<file path="config.mk">
export PLATFORM = sky130hd
export DESIGN_NAME = writeback_stack
export DESIGN_NICKNAME = d
export VERILOG_FILES = /design/src/rtl/writeback_stack_pkg.sv /design/src/rtl/writeback_stack_word_select.sv /design/src/rtl/writeback_stack.sv
export SDC_FILE = /design/constraint.sdc
export NUM_CORES = 1
export LEC_CHECK = 0
export ABC_AREA = 1
export CORE_ASPECT_RATIO = 0.5
export CORE_UTILIZATION = 42
export CTS_CLUSTER_DIAMETER = 120
export DETAILED_ROUTE_END_ITERATION = 8
export GPL_ROUTABILITY_DRIVEN = 0
export PLACE_DENSITY = 0.87
export SLEW_MARGIN = 5
export SYNTH_ARGS = -nofsm -noshare
export SYNTH_HDL_FRONTEND = slang
export SYNTH_SLANG_ARGS = --single-unit
</file>
<file path="constraint.sdc">
create_clock -name clk -period 1.5 [get_ports clk]
set_input_delay 0.225 -clock clk [delete_from_list [all_inputs] [get_ports clk]]
set_output_delay 0.225 -clock clk [all_outputs]
set_load 0.03 [all_outputs]
</file>
<file path="src/rtl/writeback_stack_pkg.sv">
// writeback_stack_pkg
//   Shared definitions for the stack write-back stage and its fetch-stage
//   counterpart.
//   - Default address and data widths.
//   - Stack word offsets. They fix where each top-of-stack word sits
//     relative to the stack pointer.
//   - The handshake state encoding.
//   - A small helper that detects the last word of a request.
package writeback_stack_pkg;

  localparam int ADDRESS_BITS = 8;
  localparam int DATA_BITS    = 16;

  // Word k of the top of stack lives at stackPointer + k.
  // The fetch stage uses the same layout.
  localparam int TOS1_OFFSET = 0;
  localparam int TOS2_OFFSET = 1;
  localparam int TOS3_OFFSET = 2;

  typedef enum logic [1:0] {
    IDLE  = 2'd0,
    WRITE = 2'd1,
    DONE  = 2'd2
  } wbState_t;

  // True when idx addresses the final word of a request with 'count' words.
  // Only meaningful for count >= 1, which is guaranteed whenever WRITE is entered.
  function automatic logic isLastWord(input logic [1:0] idx, input logic [1:0] count);
    logic [1:0] lastIdx;
    lastIdx = count - 2'd1;
    return idx == lastIdx;
  endfunction

endpackage

</file>
<file path="src/rtl/writeback_stack_word_select.sv">
// stack_word_select
//   Combinational 3:1 selector.
//   It picks one of the three top-of-stack words by its word index.
//   The fetch stage's offset logic can reuse it.
// Ports
//   idx          in   2         word index (0..2)
//   topOfStack1  in   dataBits  word at offset TOS1_OFFSET
//   topOfStack2  in   dataBits  word at offset TOS2_OFFSET
//   topOfStack3  in   dataBits  word at offset TOS3_OFFSET
//   word         out  dataBits  selected word
module stack_word_select
  import writeback_stack_pkg::*;
#(
  parameter int dataBits = DATA_BITS
) (
  input  logic [1:0]          idx,
  input  logic [dataBits-1:0] topOfStack1,
  input  logic [dataBits-1:0] topOfStack2,
  input  logic [dataBits-1:0] topOfStack3,
  output logic [dataBits-1:0] word
);

  // Index 3 never occurs for a legal request.
  // Word 0 is used for it so that the mux stays fully specified.
  always_comb begin
    word = topOfStack1;
    case (idx)
      2'(TOS1_OFFSET): word = topOfStack1;
      2'(TOS2_OFFSET): word = topOfStack2;
      2'(TOS3_OFFSET): word = topOfStack3;
      default:         word = topOfStack1;
    endcase
  end

endmodule

</file>
<file path="src/rtl/writeback_stack.sv">
// writeback_stack
//   Writes up to three top-of-stack words back to stack memory.
//   Word k is written to stackPointer + k, which is the layout the fetch
//   stage reads.
//   A start/finished handshake sequences each request.
//   Every memory write takes two cycles. The address and data are set up in
//   phase 0, and the write strobe is asserted in phase 1.
// Ports
//   clk           in   1         clock, all state changes on posedge
//   reset         in   1         synchronous, active-low reset
//   start         in   1         request a write-back (honoured in IDLE/DONE only)
//   count         in   2         number of words to write, 0..3
//   stackPointer  in   addrBits  base address
//   topOfStack1   in   dataBits  word 0
//   topOfStack2   in   dataBits  word 1
//   topOfStack3   in   dataBits  word 2
//   address       out  addrBits  memory address
//   dataIn        out  dataBits  memory write data
//   writeEnable   out  1         memory write strobe
//   busy          out  1         high while writing
//   finished      out  1         high (level) once the request has completed
module writeback_stack
  import writeback_stack_pkg::*;
#(
  parameter int addrBits = ADDRESS_BITS,
  parameter int dataBits = DATA_BITS
) (
  input  logic                clk,
  input  logic                reset,
  input  logic                start,
  input  logic [1:0]          count,
  input  logic [addrBits-1:0] stackPointer,
  input  logic [dataBits-1:0] topOfStack1,
  input  logic [dataBits-1:0] topOfStack2,
  input  logic [dataBits-1:0] topOfStack3,
  output logic [addrBits-1:0] address,
  output logic [dataBits-1:0] dataIn,
  output logic                writeEnable,
  output logic                busy,
  output logic                finished
);

  wbState_t            state;
  wbState_t            nextState;
  logic [1:0]          idx;
  logic [1:0]          nextIdx;
  logic                phase;
  logic                nextPhase;
  logic                loadSnap;

  logic [1:0]          snapCount;
  logic [addrBits-1:0] snapSP;
  logic [dataBits-1:0] snapTop1;
  logic [dataBits-1:0] snapTop2;
  logic [dataBits-1:0] snapTop3;
  logic [dataBits-1:0] selWord;

  // The request is captured when it is accepted.
  // From then on the outputs depend only on this snapshot, so the execute
  // stage may change its inputs immediately.
  always_ff @(posedge clk) begin
    if (!reset) begin
      state     <= IDLE;
      idx       <= 2'd0;
      phase     <= 1'b0;
      snapCount <= 2'd0;
      snapSP    <= '0;
      snapTop1  <= '0;
      snapTop2  <= '0;
      snapTop3  <= '0;
    end else begin
      state <= nextState;
      idx   <= nextIdx;
      phase <= nextPhase;
      if (loadSnap) begin
        snapCount <= count;
        snapSP    <= stackPointer;
        snapTop1  <= topOfStack1;
        snapTop2  <= topOfStack2;
        snapTop3  <= topOfStack3;
      end
    end
  end

  // DONE accepts a new start exactly as IDLE does.
  // This lets requests run back to back without a gap cycle.
  // A start seen during WRITE is dropped.
  always_comb begin
    nextState = state;
    nextIdx   = idx;
    nextPhase = phase;
    loadSnap  = 1'b0;
    case (state)
      IDLE, DONE: begin
        if (start) begin
          loadSnap  = 1'b1;
          nextIdx   = 2'd0;
          nextPhase = 1'b0;
          nextState = (count == 2'd0) ? DONE : WRITE;
        end
      end
      WRITE: begin
        if (!phase) begin
          nextPhase = 1'b1;
        end else if (isLastWord(idx, snapCount)) begin
          nextState = DONE;
          nextIdx   = 2'd0;
          nextPhase = 1'b0;
        end else begin
          nextIdx   = idx + 2'd1;
          nextPhase = 1'b0;
        end
      end
      default: begin
        nextState = IDLE;
        nextIdx   = 2'd0;
        nextPhase = 1'b0;
      end
    endcase
  end

  stack_word_select #(
    .dataBits(dataBits)
  ) wordSelect (
    .idx        (idx),
    .topOfStack1(snapTop1),
    .topOfStack2(snapTop2),
    .topOfStack3(snapTop3),
    .word       (selWord)
  );

  // The address sum is truncated to addrBits.
  // A stack that straddles the top of memory therefore wraps to address 0.
  always_comb begin
    busy        = (state == WRITE);
    finished    = (state == DONE);
    writeEnable = busy && phase;
    address     = snapSP;
    dataIn      = snapTop1;
    if (busy) begin
      address = snapSP + addrBits'(idx);
      dataIn  = selWord;
    end
  end

endmodule

</file>
-- Word level (Yosys, flattened, before mapping)
Cells that the tools add are included.
W data, S select, Z words.
- add/subtract/negate cells: 3
- multipliers: 0
- order comparisons: 0
- reductions and logical operators: 6
- div/mod/pow operators: 0
- eq/ne operators: 8
- shift operators: 0
- bitwise logic cells: 0
- mux-type cells: 17
- operator list (operator ; number):
    $pmux W16 S2 ; 1
    $mux W16 ; 1
    $mux W2 ; 7
    $add A8 B2 Y8 ; 1
    $mux W8 ; 1
    $pmux W2 S2 ; 2
    $eq A2 B1 Y1 const B ; 2
    $eq A2 B2 Y1 const B ; 2
    $logic_not A2 Y1 ; 2
    $mux W1 ; 4
    $ne A2 B1 Y1 const B ; 2
    $reduce_and A3 Y1 ; 1
    $add A2 B1 Y2 const B ; 1
    $eq A2 B2 Y1 ; 1
    $ne A2 B2 Y1 const B ; 1
    $pmux W1 S2 ; 1
    $reduce_and A2 Y1 ; 1
    $reduce_or A2 Y1 ; 1
    $sub A2 B1 Y2 const B ; 1
    $logic_and A1 B1 Y1 ; 1
- bits in writable memories: 0
- memories kept: 0
- bits in latches: 0
- output and inout bits: 27
- memory bits (read-only): 0
- bits in registers: 63

-- Logic depth before layout (Yosys ltp)
- depth after elaboration: 5
- gate-level depth with buffers: 9
- depth with buffers taken out: 9

-- Hierarchy
A second synthesis with hierarchy kept.
- cell total of the unflattened synthesis: 496
- area total of the unflattened synthesis: 3208.1 µm²
- by module, submodules not included (module ; cells an instance ; times used ; area an instance (µm²)):
    writeback_stack ; 388 ; 1 ; 2711.4
    stack_word_select ; 108 ; 1 ; 496.7

-- Worst setup path before layout
Ideal clock, no wire load.
- path type: reg-to-output
- from: reg idx[0]
- to: out address[4]
- cell stages (with the launch flop): 8
- path slack: -0.587 ns
- arrival: 1.862 ns
- cell sequence: dfxtp_1 ha_1 inv_1 fa_1 or2_1 nor2_2 nand2_1 xnor2_1
- longest elaborated chain between the ends: 2
- RTL lines (what ; line ; text):
    start: declaration ; writeback_stack.sv:45 ; logic [1:0] idx;
    start signal: assignment ; writeback_stack.sv:73 ; idx <= nextIdx;
    $add A8 B2 Y8 ; writeback_stack.sv:141 ; address = snapSP + addrBits'(idx);
    $mux W8 ; writeback_stack.sv:140 ; if (busy) begin
    end: declaration ; writeback_stack.sv:36 ; output logic [addrBits-1:0] address,
No other way between the ends.

-- Worst setup path after layout
- from: reg snapSP[0]
- to: out address[6]
- longest elaborated chain between the ends: 2
- RTL lines (what ; line ; text):
    start: declaration ; writeback_stack.sv:52 ; logic [addrBits-1:0] snapSP;
    start signal: assignment ; writeback_stack.sv:77 ; snapSP <= stackPointer;
    $add A8 B2 Y8 ; writeback_stack.sv:141 ;
    $mux W8 ; writeback_stack.sv:140 ;
No other way between the ends.

==> results.json <==
{
  "synthCells": 388,
  "clockBufferDepth": 2,
  "fp.dieH_um": 60.2,
  "first_pass_iters": 5,
  "gr-total-overflow": 0,
  "hpwl_mm": 5.28,
  "post-route-drc-count": 0,
  "violations": "setup timing",
  "status": "finished with violations",
  "grt_pass1_wl_mm": 14.3,
  "drt_iter0_markers": 193,
  "reg2reg_depth": 7,
  "cp-startpoint": "snapSP[0]",
  "n_antenna_cell": 0,
  "period_share": 1.44,
  "synth_area_per_cell_um2": 7.34,
  "yosysSeqAreaShare": 0.443,
  "rows": 20,
  "ios": 88,
  "grt_pass1_vias": 2932,
  "total_power_uw": 6160,
  "cts-htree-levels": 3,
  "endpoint": "address[6]",
  "antenna_left": 0,
  "yosysWarnings": 0,
  "numPortBuffers": 87,
  "syn_area_um2": 2850,
  "clkSinkCount": 63,
  "synth_edf_count": 0,
  "holdPathStages": 2,
  "avgRoutedWirePerCell_um": 15.7,
  "die_x_um": 118,
  "start_kind": "register",
  "rsz0062_at_grt": "true",
  "clkLatencyLatePin_ps": 340,
  "cap_violations": 0,
  "cts_root_buf": "clkbuf_16",
  "cts_tree": "done",
  "relSlewSlack": 0.765,
  "drive_gt1_frac": 0.295,
  "worst_pin_slew_ps": 349,
  "end_kind": "output port",
  "min_period_ps": 2170,
  "hp-class": "register to register",
  "ys_ff_latch": 63,
  "fp.coreArea_um2": 6310,
  "r2r_start": "state[0]",
  "worst_slack_ps": -665,
  "num-nets-final": 562,
  "power_frac_seq": 0.314,
  "p_clk_frac": 0.415,
  "synth_cell_types": 25,
  "ir_drop_uv": 771,
  "critPathMaxFanout": 2,
  "finalSetupViolCount": 24,
  "fp.dieArea_um2": 7140,
  "clk_pin_slew_worst_paths_ps": 50,
  "fin_cells": 589,
  "crit_type": "register to output port",
  "drt-vias-per-instance": 5.21,
  "synth_nets": 454,
  "power.leakage_uw": 0.00205,
  "hold_viol": 0,
  "arrival_ps": 1940,
  "hold_buffers": 0,
  "routed_wirelength_mm": 9.24,
  "fin_skew_ps": 4.78,
  "grt_max_degree": 63,
  "antenna_found_initial": 0,
  "required_ps": 1270,
  "dp.cells": 569,
  "initial_core_util": 0.452,
  "syn2layout_area_growth_pct": 74.3,
  "finalMaxSlewViolations": 0,
  "max_freq_mhz": 462,
  "via_count": 3066,
  "global_route.usage.total": 0.267,
  "ys.flop_type": "dfxtp_1",
  "async_reset_ff_frac": 0,
  "worstReg2RegEnd": "snapTop1[10]",
  "r2r_slack_ps": 50,
  "p_switching_uw": 1770,
  "p_int_uw": 4380,
  "switching_share": 0.288,
  "p_comb_frac": 0.271,
  "numCtsBuffers": 9,
  "power.density_nw_per_um2": 1240
}
[placed cells by master, fill, tap and decap left out, types with 6 or more instances in the layout]
master            n
a21oi_1          27
a21oi_4          16
a22o_1           13
buf_12            6
buf_4            23
buf_6            30
clkbuf_16        10
clkdlybuf4s50_1  60
dfxtp_1          57
inv_1            32
inv_2             7
nand2_1          18
nor2_1           76
nor2_4           19
o21ai_0          58
[how the worst min path moves through the flow]
stage,start,to
5_1_grt,topOfStack3[1],snapTop3[1]
4_1_cts,phase,phase
3_5_place_dp,phase,phase
2_1_floorplan,stackPointer[0],snapSP[0]
3_3_place_gp,phase,phase
6_report,phase,phase
[state kept, by name, indices dropped and copies added (netlist names)]
register   count
state          2
snapSP         8
idx            2
snapTop1      16
snapCount      2
snapTop2      16
snapTop3      16
phase          1
[synthesized netlist by cell type, types with 2 or more instances]
library cell / n / area share
inv_2: 4 / 0.0053
o21ai_0: 61 / 0.11
nor2_1: 93 / 0.12
clkbuf_2: 2 / 0.0035
nand2_2: 2 / 0.0044
nand2_1: 22 / 0.029
buf_6: 2 / 0.0079
ha_1: 4 / 0.018
nor2_2: 4 / 0.0088
clkbuf_1: 12 / 0.016
xor2_1: 5 / 0.015
buf_2: 7 / 0.012
a21oi_1: 43 / 0.076
nand3_1: 5 / 0.0088
inv_1: 35 / 0.046
a22o_1: 16 / 0.049
dfxtp_1: 63 / 0.44
[cell type report]
type	count	area, µm²
Clock buffer	12	268
Clock inverter	4	98.8
Fill cell	403	1340
Inverter	39	146
Multi-Input combinational cell	262	1810
Sequential cell	63	1270
Tap cell	88	110
Timing Repair Buffer	121	1260
[kinds of logic after synthesis]
logic type,synth area share
AOI/OAI and AO/OA,0.234
and+or+nand+nor,0.188
buffers and inverters,0.0922
DFF,0.443
xor gates and xnor gates,0.0184
adders and majority gates,0.0246
[metrics by stage]
stage          TNS, ps  area, µm²  hold WS [ps]   util  setup slack [ps]
6_report        -13070       4960           465  0.787              -665
5_1_grt         -15030       4960           483  0.787              -721
4_1_cts         -13270       4890           462  0.776              -659
3_5_place_dp     -5280       4300           454  0.681              -337
3_3_place_gp     -4950       4300           443  0.681              -301
2_1_floorplan    -1410       3220           360      -              -280
[power groups by stage]
stage               registers, µW  clock network [µW]  logic (µW)
floorplan                    1940                   0         897
global placement             1940                   0        1430
detailed placement           1950                   0        1450
CTS                          1920                2560        1600
global route                 1940                2650        1780
finish                       1930                2550        1670
[metal layers]
metal	vias up	GRT usage	part of all wire
met4	0	0.141	0.040
met1	1424	0.285	0.39
li1	1478	-	-
met5	-	0	0
met2	127	0.497	0.52
met3	37	0.0802	0.053
[critical path: stages (launching register included)]
cell and delay (ps):
dfxtp_2 350, ha_4 140, inv_2 30, fa_2 320, or2_4 250, nor2_4 120
nand2_2 100, xor2_4 160, buf_6 140
[timing repair]
action / CTS / global route
pin swaps: 11 / 8
gates resized for setup: 46 / 21
buffers inserted: 4 / 2
setup endpoints to repair: 24 / 34
(Power assumes the default switching activity.)
